### config.mk
export PLATFORM = sky130hd
export DESIGN_NAME = hoop_pass_scorer
export DESIGN_NICKNAME = d
export VERILOG_FILES = /design/src/rtl/hoop_pass_scorer.sv
export SDC_FILE = /design/constraint.sdc
export NUM_CORES = 1
export LEC_CHECK = 0
export ABC_CLOCK_PERIOD_IN_PS = 8860
export BUFFER_PORTS_ARGS = -buffer_cell sky130_fd_sc_hd__buf_2
export CAP_MARGIN = 20
export CORE_UTILIZATION = 40
export DETAILED_ROUTE_END_ITERATION = 10
export PLACE_DENSITY = 0.69
export SLEW_MARGIN = 15
export SYNTH_ARGS = -nofsm -noshare
export SYNTH_HDL_FRONTEND = slang
export SYNTH_SLANG_ARGS = --single-unit
### constraint.sdc
create_clock -name clk -period 8.86 [get_ports clk]
set_input_delay 0.886 -clock clk [delete_from_list [all_inputs] [get_ports clk]]
set_output_delay 0.886 -clock clk [all_outputs]
set_load 0.01 [all_outputs]
### src/rtl/hoop_pass_scorer.sv
// Per-frame hoop pass / rim-hit detector with a saturating 3-digit BCD score.
// Geometry is combinational; all state advances only on an unpaused startOfFrame.
module hoop_pass_scorer #(
  parameter int HOOP_W          = 28,
  parameter int HOOP_H          = 58,
  parameter int RIM_W           = 6,
  parameter int PLAYER_W        = 32,
  parameter int PLAYER_H        = 32,
  parameter int MIN_IN_FRAMES   = 3,
  parameter int COOLDOWN_FRAMES = 30,
  parameter int POINTS          = 1
) (
  input  logic        clk,
  input  logic        resetN,
  input  logic        startOfFrame,
  input  logic        pause,
  input  logic [10:0] hoopTopLeftX,
  input  logic [10:0] hoopTopLeftY,
  input  logic [10:0] playerTopLeftX,
  input  logic [10:0] playerTopLeftY,
  output logic [11:0] score,
  output logic        scorePulse,
  output logic        rimHit,
  output logic        busy
);

  localparam int ICW = $clog2(MIN_IN_FRAMES + 1);
  localparam int CDW = (COOLDOWN_FRAMES > 1) ? $clog2(COOLDOWN_FRAMES) : 1;
  localparam logic [ICW-1:0] IN_MIN  = ICW'(MIN_IN_FRAMES);
  localparam logic [CDW-1:0] CD_LAST = CDW'(COOLDOWN_FRAMES - 1);
  localparam logic signed [11:0] HW  = 12'(HOOP_W);
  localparam logic signed [11:0] HH  = 12'(HOOP_H);
  localparam logic signed [11:0] RW  = 12'(RIM_W);
  localparam logic signed [11:0] PHW = 12'(PLAYER_W / 2);
  localparam logic signed [11:0] PHH = 12'(PLAYER_H / 2);

  typedef enum logic [1:0] {IDLE, INSIDE, COOLDOWN} state_t;

  state_t             state;
  logic [ICW-1:0]     inCnt;
  logic [CDW-1:0]     cdCnt;
  logic signed [11:0] lastHy;
  logic               lastValid;

  logic signed [11:0] hx, hy, cx, cy;
  logic               inBox, inOpen, onRim, respawn;

  // Sign-extend to 12 bits so the box edges cannot overflow near the screen limits.
  assign hx = {hoopTopLeftX[10], hoopTopLeftX};
  assign hy = {hoopTopLeftY[10], hoopTopLeftY};
  assign cx = {playerTopLeftX[10], playerTopLeftX} + PHW;
  assign cy = {playerTopLeftY[10], playerTopLeftY} + PHH;

  assign inBox   = (cx >= hx) && (cx < hx + HW) && (cy >= hy) && (cy < hy + HH);
  assign inOpen  = inBox && (cx >= hx + RW) && (cx < hx + HW - RW);
  assign onRim   = inBox && !inOpen;
  // lastValid stops the first frame after reset from comparing against a stale 0.
  assign respawn = lastValid && (hy < lastHy);

  logic [11:0] scoreAdd;
  logic [4:0]  dsum;
  logic        carry;

  always_comb begin
    carry    = 1'b0;
    dsum     = 5'd0;
    scoreAdd = score;
    for (int i = 0; i < 3; i++) begin
      dsum = {1'b0, score[i*4 +: 4]} + ((i == 0) ? 5'(POINTS) : {4'b0, carry});
      if (dsum > 5'd9) begin
        scoreAdd[i*4 +: 4] = 4'(dsum - 5'd10);
        carry              = 1'b1;
      end else begin
        scoreAdd[i*4 +: 4] = dsum[3:0];
        carry              = 1'b0;
      end
    end
    if (carry) scoreAdd = 12'h999;
  end

  always_ff @(posedge clk) begin
    if (!resetN) begin
      state      <= IDLE;
      inCnt      <= '0;
      cdCnt      <= '0;
      lastHy     <= '0;
      lastValid  <= 1'b0;
      score      <= '0;
      scorePulse <= 1'b0;
      rimHit     <= 1'b0;
      busy       <= 1'b0;
    end else begin
      scorePulse <= 1'b0;
      rimHit     <= 1'b0;
      if (startOfFrame && !pause) begin
        lastHy    <= hy;
        lastValid <= 1'b1;
        if (respawn) begin
          state <= IDLE;
          busy  <= 1'b0;
          inCnt <= '0;
          cdCnt <= '0;
        end else begin
          case (state)
            IDLE: begin
              if (onRim) begin
                rimHit <= 1'b1;
                state  <= COOLDOWN;
                busy   <= 1'b1;
                cdCnt  <= '0;
              end else if (inOpen) begin
                state <= INSIDE;
                busy  <= 1'b1;
                inCnt <= ICW'(1);
              end
            end
            INSIDE: begin
              if (onRim) begin
                rimHit <= 1'b1;
                state  <= COOLDOWN;
                inCnt  <= '0;
                cdCnt  <= '0;
              end else if (inOpen) begin
                if (inCnt < IN_MIN) inCnt <= inCnt + 1'b1;
              end else if (inCnt >= IN_MIN) begin
                scorePulse <= 1'b1;
                score      <= scoreAdd;
                state      <= COOLDOWN;
                inCnt      <= '0;
                cdCnt      <= '0;
              end else begin
                state <= IDLE;
                busy  <= 1'b0;
                inCnt <= '0;
              end
            end
            COOLDOWN: begin
              if (cdCnt == CD_LAST) begin
                state <= IDLE;
                busy  <= 1'b0;
                cdCnt <= '0;
              end else begin
                cdCnt <= cdCnt + 1'b1;
              end
            end
            default: begin
              state <= IDLE;
              busy  <= 1'b0;
            end
          endcase
        end
      end
    end
  end

endmodule

# Word level (Yosys, flattened, before mapping)
# Index checks and enable logic that the tools add are counted.
# classes
n_addsub	14
n_lt_le_gt_ge	12
n_eq_ne	14
mux	38
n_bitwise	7
reduce_logical	21
# op_table
op	n
adder 11 x 6 -> 12 bit, second input constant	3
< comparator 12 bit	3
two-way mux 5 bit	6
greater-or-equal comparator 12 x 11 -> 1 bit	2
two-way mux 2 bit	12
!= test 3 bit, second input constant	7
> comparator 5 x 4 -> 1 bit, second input constant	3
case mux 5 bit (3 select lines)	1
adder 11 x 4 -> 12 bit, second input constant	1
adder 11 x 7 -> 12 bit, second input constant	1
greater-or-equal comparator 12 bit	1
two-way mux 1 bit	12
two-way mux 12 bit	1
two-way mux 4 bit	3
!= test 4 bit, second input constant	3
AND reduction 6 bit	2
subtractor 12 x 4 -> 12 bit, second input constant	1
subtractor 4 bit, second input constant	3
< comparator 11 bit	1
adder 4 x 1 -> 5 bit	2
AND reduction 5 bit	2
logical AND 1 bit	8
inverter 1 bit	7
case mux 2 bit (3 select lines)	1
other kinds (19)	20
# totals
reg_bits	36
in_bits	48
out_inout_bits	15
word_cells	115

# Depth between registers and ports, before layout
# logic_depth
word_depth	12
depth_mapped	27
mapped_depth_nobuf	27

# Worst setup path before layout
# Ideal clock, no wire load.
# synth_path
path_kind	input to register
startpoint	input port hoopTopLeftX[2]
endpoint	register inCnt[0]
setup_time_ns	0.072
t_arrival_ns	4.624
t_required_ns	8.788
slack_ns	4.165
cell_stages	20
path_buffers	0
path_cell_list	inv_1 ha_1 and2b_1 xnor2_1 a31oi_1 nor2_1 nand2_1 or3_1 o21ai_0 a22oi_1 ha_1 or3b_2 o2111ai_1 a211o_1 o2111ai_1 a21oi_1 inv_1 o211a_1 a2111oi_4 mux2i_1
# synth_between
elab_chain_len	12
word_cells_on_any_way	22
classes_between	add/sub (3); order compare (4); eq/ne (3); mux (4); reduce/logical (8)
# synth_rtl
item	line	source
start, declared	17	input logic [10:0] hoopTopLeftX,
parallel branches: the longest is 12 deep, another holds adder 11 x 6 -> 12 bit	--	
end signal, assigned	124	if (inCnt < IN_MIN) inCnt <= inCnt + 1'b1;
end, declared	40	logic [ICW-1:0] inCnt;
# Several ways; the timed one is not identified.
# A chain may end at the register's enable or synchronous reset.

# Final worst setup path
# layout_path
startpoint	register score[1]
endpoint	register score[7]
# layout_between
elab_chain_len	10
word_cells_on_any_way	12
classes_between	add/sub (4); order compare (3); mux (5)
# layout_rtl
item	line	source
start, declared	21	output logic [11:0] score,
start signal, assigned	127	score <= scoreAdd;
adder 4 x 1 -> 5 bit (*)	69	dsum = {1'b0, score[i*4 +: 4]} + ((i == 0) ? 5'(POINTS) : {4'b0, carry});
> comparator 5 x 4 -> 1 bit (*)	70	if (dsum > 5'd9) begin
two-way mux 1 bit (*)	70	
adder 4 x 1 -> 5 bit (*)	69	
> comparator 5 x 4 -> 1 bit	70	
two-way mux 1 bit	70	
adder 4 x 1 -> 5 bit	69	
> comparator 5 x 4 -> 1 bit	70	
two-way mux 1 bit	70	
two-way mux 12 bit (*)	78	if (carry) scoreAdd = 12'h999;
# Every way passes the cells marked *; elsewhere a longest branch is shown, timed or not.

==> results_dict.tcl <==
set metrics [dict create \
    outcome "finished clean" \
    max-cap-violations 0 \
    layout_common_cells "ha_1, buf_2, nand2_1" \
    ys_seq_elements 36 \
    numCtsBuffers 5 \
    htreeDepth 2 \
    cts_resized 0 \
    fp.coreArea_um2 11400 \
    fin_nets 802 \
    power.share.switching_pct 32.4 \
    fin_skew_ns 0.00273 \
    setup_slack_ns 3.74 \
    post-route-min-period_ns 5.12 \
    viasPerCell 5.54 \
    first_global_vias 4227 \
    setup_violations 0 \
    relSlewSlack_pct 33.3 \
    path_clk_slew_ns 0.06 \
    cpMaxStageDelayCell "a21oi_1" \
    dp_hpwl_mm 9.20 \
    routed_wirelength_mm 11.4 \
    grt_use_total_pct 19.2 \
    ys_warn_count 0 \
    wl_per_cell_um 14.2 \
    post-route-period-util_pct 57.8 \
    antenna_cells 0 \
    p_total_mw 0.564 \
    gp_congestion 0.875 \
    die_y_um 110 \
    cp.buffers_inverters 1 \
    clock_path_buffers 2 \
    cp.required_ns 9.01 \
    drive_above_1_share_pct 13.1 \
    avgSynthCellArea_um2 7.65 \
    cellPowerDensity_nw_per_um2 107 \
    synth_ff_type "dfxtp_1" \
    crit_path_end_kind "flip-flop" \
    arrival_ns 5.27 \
    p_clk_share_pct 36.5 \
    rows 39 \
    start_util_pct 40.9 \
    grt_max_degree 29 \
    synthArstFlopShare_pct 0 \
    syn_to_final_growth_pct 13.0 \
    pre_cts_ws_ns 3.53 \
    synth-seq-area-share_pct 15.5 \
    vias 4478 \
    fin_tns_setup_ns 0 \
    port_buffers 62 \
    clkLatencyLatePin_ns 0.28 \
    gr-total-overflow 0 \
    drt_iter0_markers 309 \
    cts_tree "yes" \
    hold_viol 0 \
    ant_nets 0 \
    combPwrFrac_pct 33.9 \
    drv_slew 0 \
    syn_inst 608 \
    rsz0062_at_grt "false" \
    layout_commonest_cell "ha_1" \
    synth_fp_nets 746 \
    cpLargestDelayFamily "compound AO/OA/AOI/OAI gates" \
    postCtsSetupBuffers 0 \
    drc 0 \
    fmax_ghz 0.195 \
    peakVddDrop_v 0.000116 \
    first_pass_iters 5 \
    p_leak_nw 2.28 \
    min_path_type "flip-flop to flip-flop" \
    worst_pin_slew_ns 1.00 \
    grt_pass1_wl_mm 18.7 \
    synth.distinct_cells 66 \
    path_max_fanout 10 \
    cts.hold.buffers_added 0 \
    p_sw_mw 0.183 \
    synthesis.area_um2 4650 \
    seqPwrFrac_pct 29.6 \
    crit_top_cell "ha_1" \
    startpoint_type "flip-flop" \
    antenna_found_initial 0 \
    die_w_um 110 \
    cts_sinks 36 \
    die-area_um2 12100 \
    io_pins 63 \
    slowest_delay_ns 0.58 \
    intPower_mw 0.381 \
    critical_path_class "flip-flop to flip-flop" \
    synth-edff-count 0 \
    root_buffer "clkbuf_16" \
]
-- worst register-to-register path, stage by stage, from the launching register on --
cell and delay [ns]:
dfxtp_1 0.44, ha_1 0.27, xnor2_1 0.19, ha_1 0.26, nor2b_1 0.14, o21ai_0 0.08, a21o_1 0.22, nand2_1 0.08
nand2_1 0.07, a22oi_1 0.38, inv_1 0.09, ha_1 0.22, ha_1 0.34, nor2_1 0.06, nor3_1 0.13, a21oi_1 0.09
nor2_1 0.18, ha_1 0.21, nand3_1 0.10, xnor2_1 0.26, nor2b_1 0.21, a21oi_1 0.06, a21oi_1 0.58, o21ai_0 0.19
nand2_1 0.11, a21oi_1 0.06
-- worst paths after layout --
path | start | to | slack [ns] | cells after the start
worst max-delay path | score[1] | score[7] | 3.74 | 25
worst min register to register | lastHy[10] | lastHy[10] | 0.46 | 2
worst min-delay path | lastHy[10] | lastHy[10] | 0.46 | 2
worst max register to register | score[1] | score[7] | 3.74 | 25
-- through the flow --
stage	area, um2	hold slack (ns)	cells	util [%]
finish	5260	0.456	808	46.2
global route	5260	0.481	808	46.2
CTS	5260	0.456	808	46.2
detailed placement	5090	0.449	800	44.7
global placement	5090	0.442	800	44.7
floorplan	4650	0.436	608	-
-- kinds of logic after synthesis --
group / Yosys count / share of synthesized area, %
adders and majority gates: 90 / 24.2
and+or+nand+nor: 213 / 23.2
AOI/OAI and AO/OA: 142 / 20.2
muxes: 5 / 1.18
xor gates and xnor gates: 51 / 9.76
buffers and inverters: 71 / 5.94
DFF: 36 / 15.5
-- cells in the mapped netlist (2+ instances only) --
cell type | count | area, um2
o22ai_1 | 4 | 25.0
nand4_1 | 8 | 50.1
nor2b_1 | 7 | 43.8
a311oi_1 | 2 | 17.5
buf_1 | 2 | 7.51
xor2_1 | 8 | 70.1
a21o_1 | 8 | 60.1
o211a_1 | 2 | 20.0
nand3b_1 | 2 | 15.0
o31ai_1 | 3 | 22.5
a21oi_1 | 46 | 230
nor2_1 | 38 | 143
xnor2_1 | 42 | 368
o21a_1 | 6 | 45.0
nor3_1 | 21 | 105
mux2i_1 | 3 | 30.0
a32oi_1 | 2 | 17.5
or3_1 | 10 | 62.6
nand2_1 | 61 | 229
dfxtp_1 | 36 | 721
a211oi_1 | 6 | 45.0
o2111ai_1 | 4 | 35.0
o21ai_0 | 28 | 140
o211ai_1 | 6 | 45.0
buf_2 | 2 | 10.0
nor3b_1 | 2 | 15.0
a2111oi_0 | 3 | 26.3
a22oi_1 | 2 | 15.0
ha_1 | 90 | 1130
and3_1 | 4 | 25.0
o32ai_1 | 2 | 17.5
a31oi_1 | 5 | 31.3
inv_1 | 55 | 206
and2_1 | 4 | 25.0
clkbuf_1 | 9 | 33.8
o221ai_1 | 2 | 17.5
nand3_1 | 30 | 150
nor4_1 | 3 | 18.8
nand2b_1 | 11 | 68.8
a211o_1 | 3 | 26.3
-- power groups by stage --
stage               sequential (mW)  combinational, mW  clock (mW)
finish                        0.167              0.191       0.206
floorplan                     0.170              0.135           0
CTS                           0.167              0.191       0.207
global route                  0.167              0.217       0.214
detailed placement            0.171              0.189           0
global placement              0.170              0.182           0
-- area by class of cell --
class	instances	area, um2
fillers	1135	6110
clock buffers	5	125
flip-flops and latches	36	721
repair buffers	63	318
clock inverters	3	46.3
well taps	143	179
inverters	57	214
multi-input cells	501	3650
-- per-layer routing --
metal / vias up / share of wire (%) / wire length, um / track usage [%]
met5: - / 0 / 0 / 0
met4: 0 / 0.90 / 103 / 5.14
met3: 13 / 4.6 / 523 / 2.37
met2: 107 / 49 / 5650 / 35.4
met1: 2063 / 45 / 5170 / 23.3
li1: 2295 / - / - / -
-- registers in the layout, indices dropped and copies added, names as in the netlist --
register	count
cdCnt	5
score	12
inCnt	2
scorePulse	1
state	2
lastHy	11
rimHit	1
lastValid	1
busy	1
(Power assumes the default switching activity.)
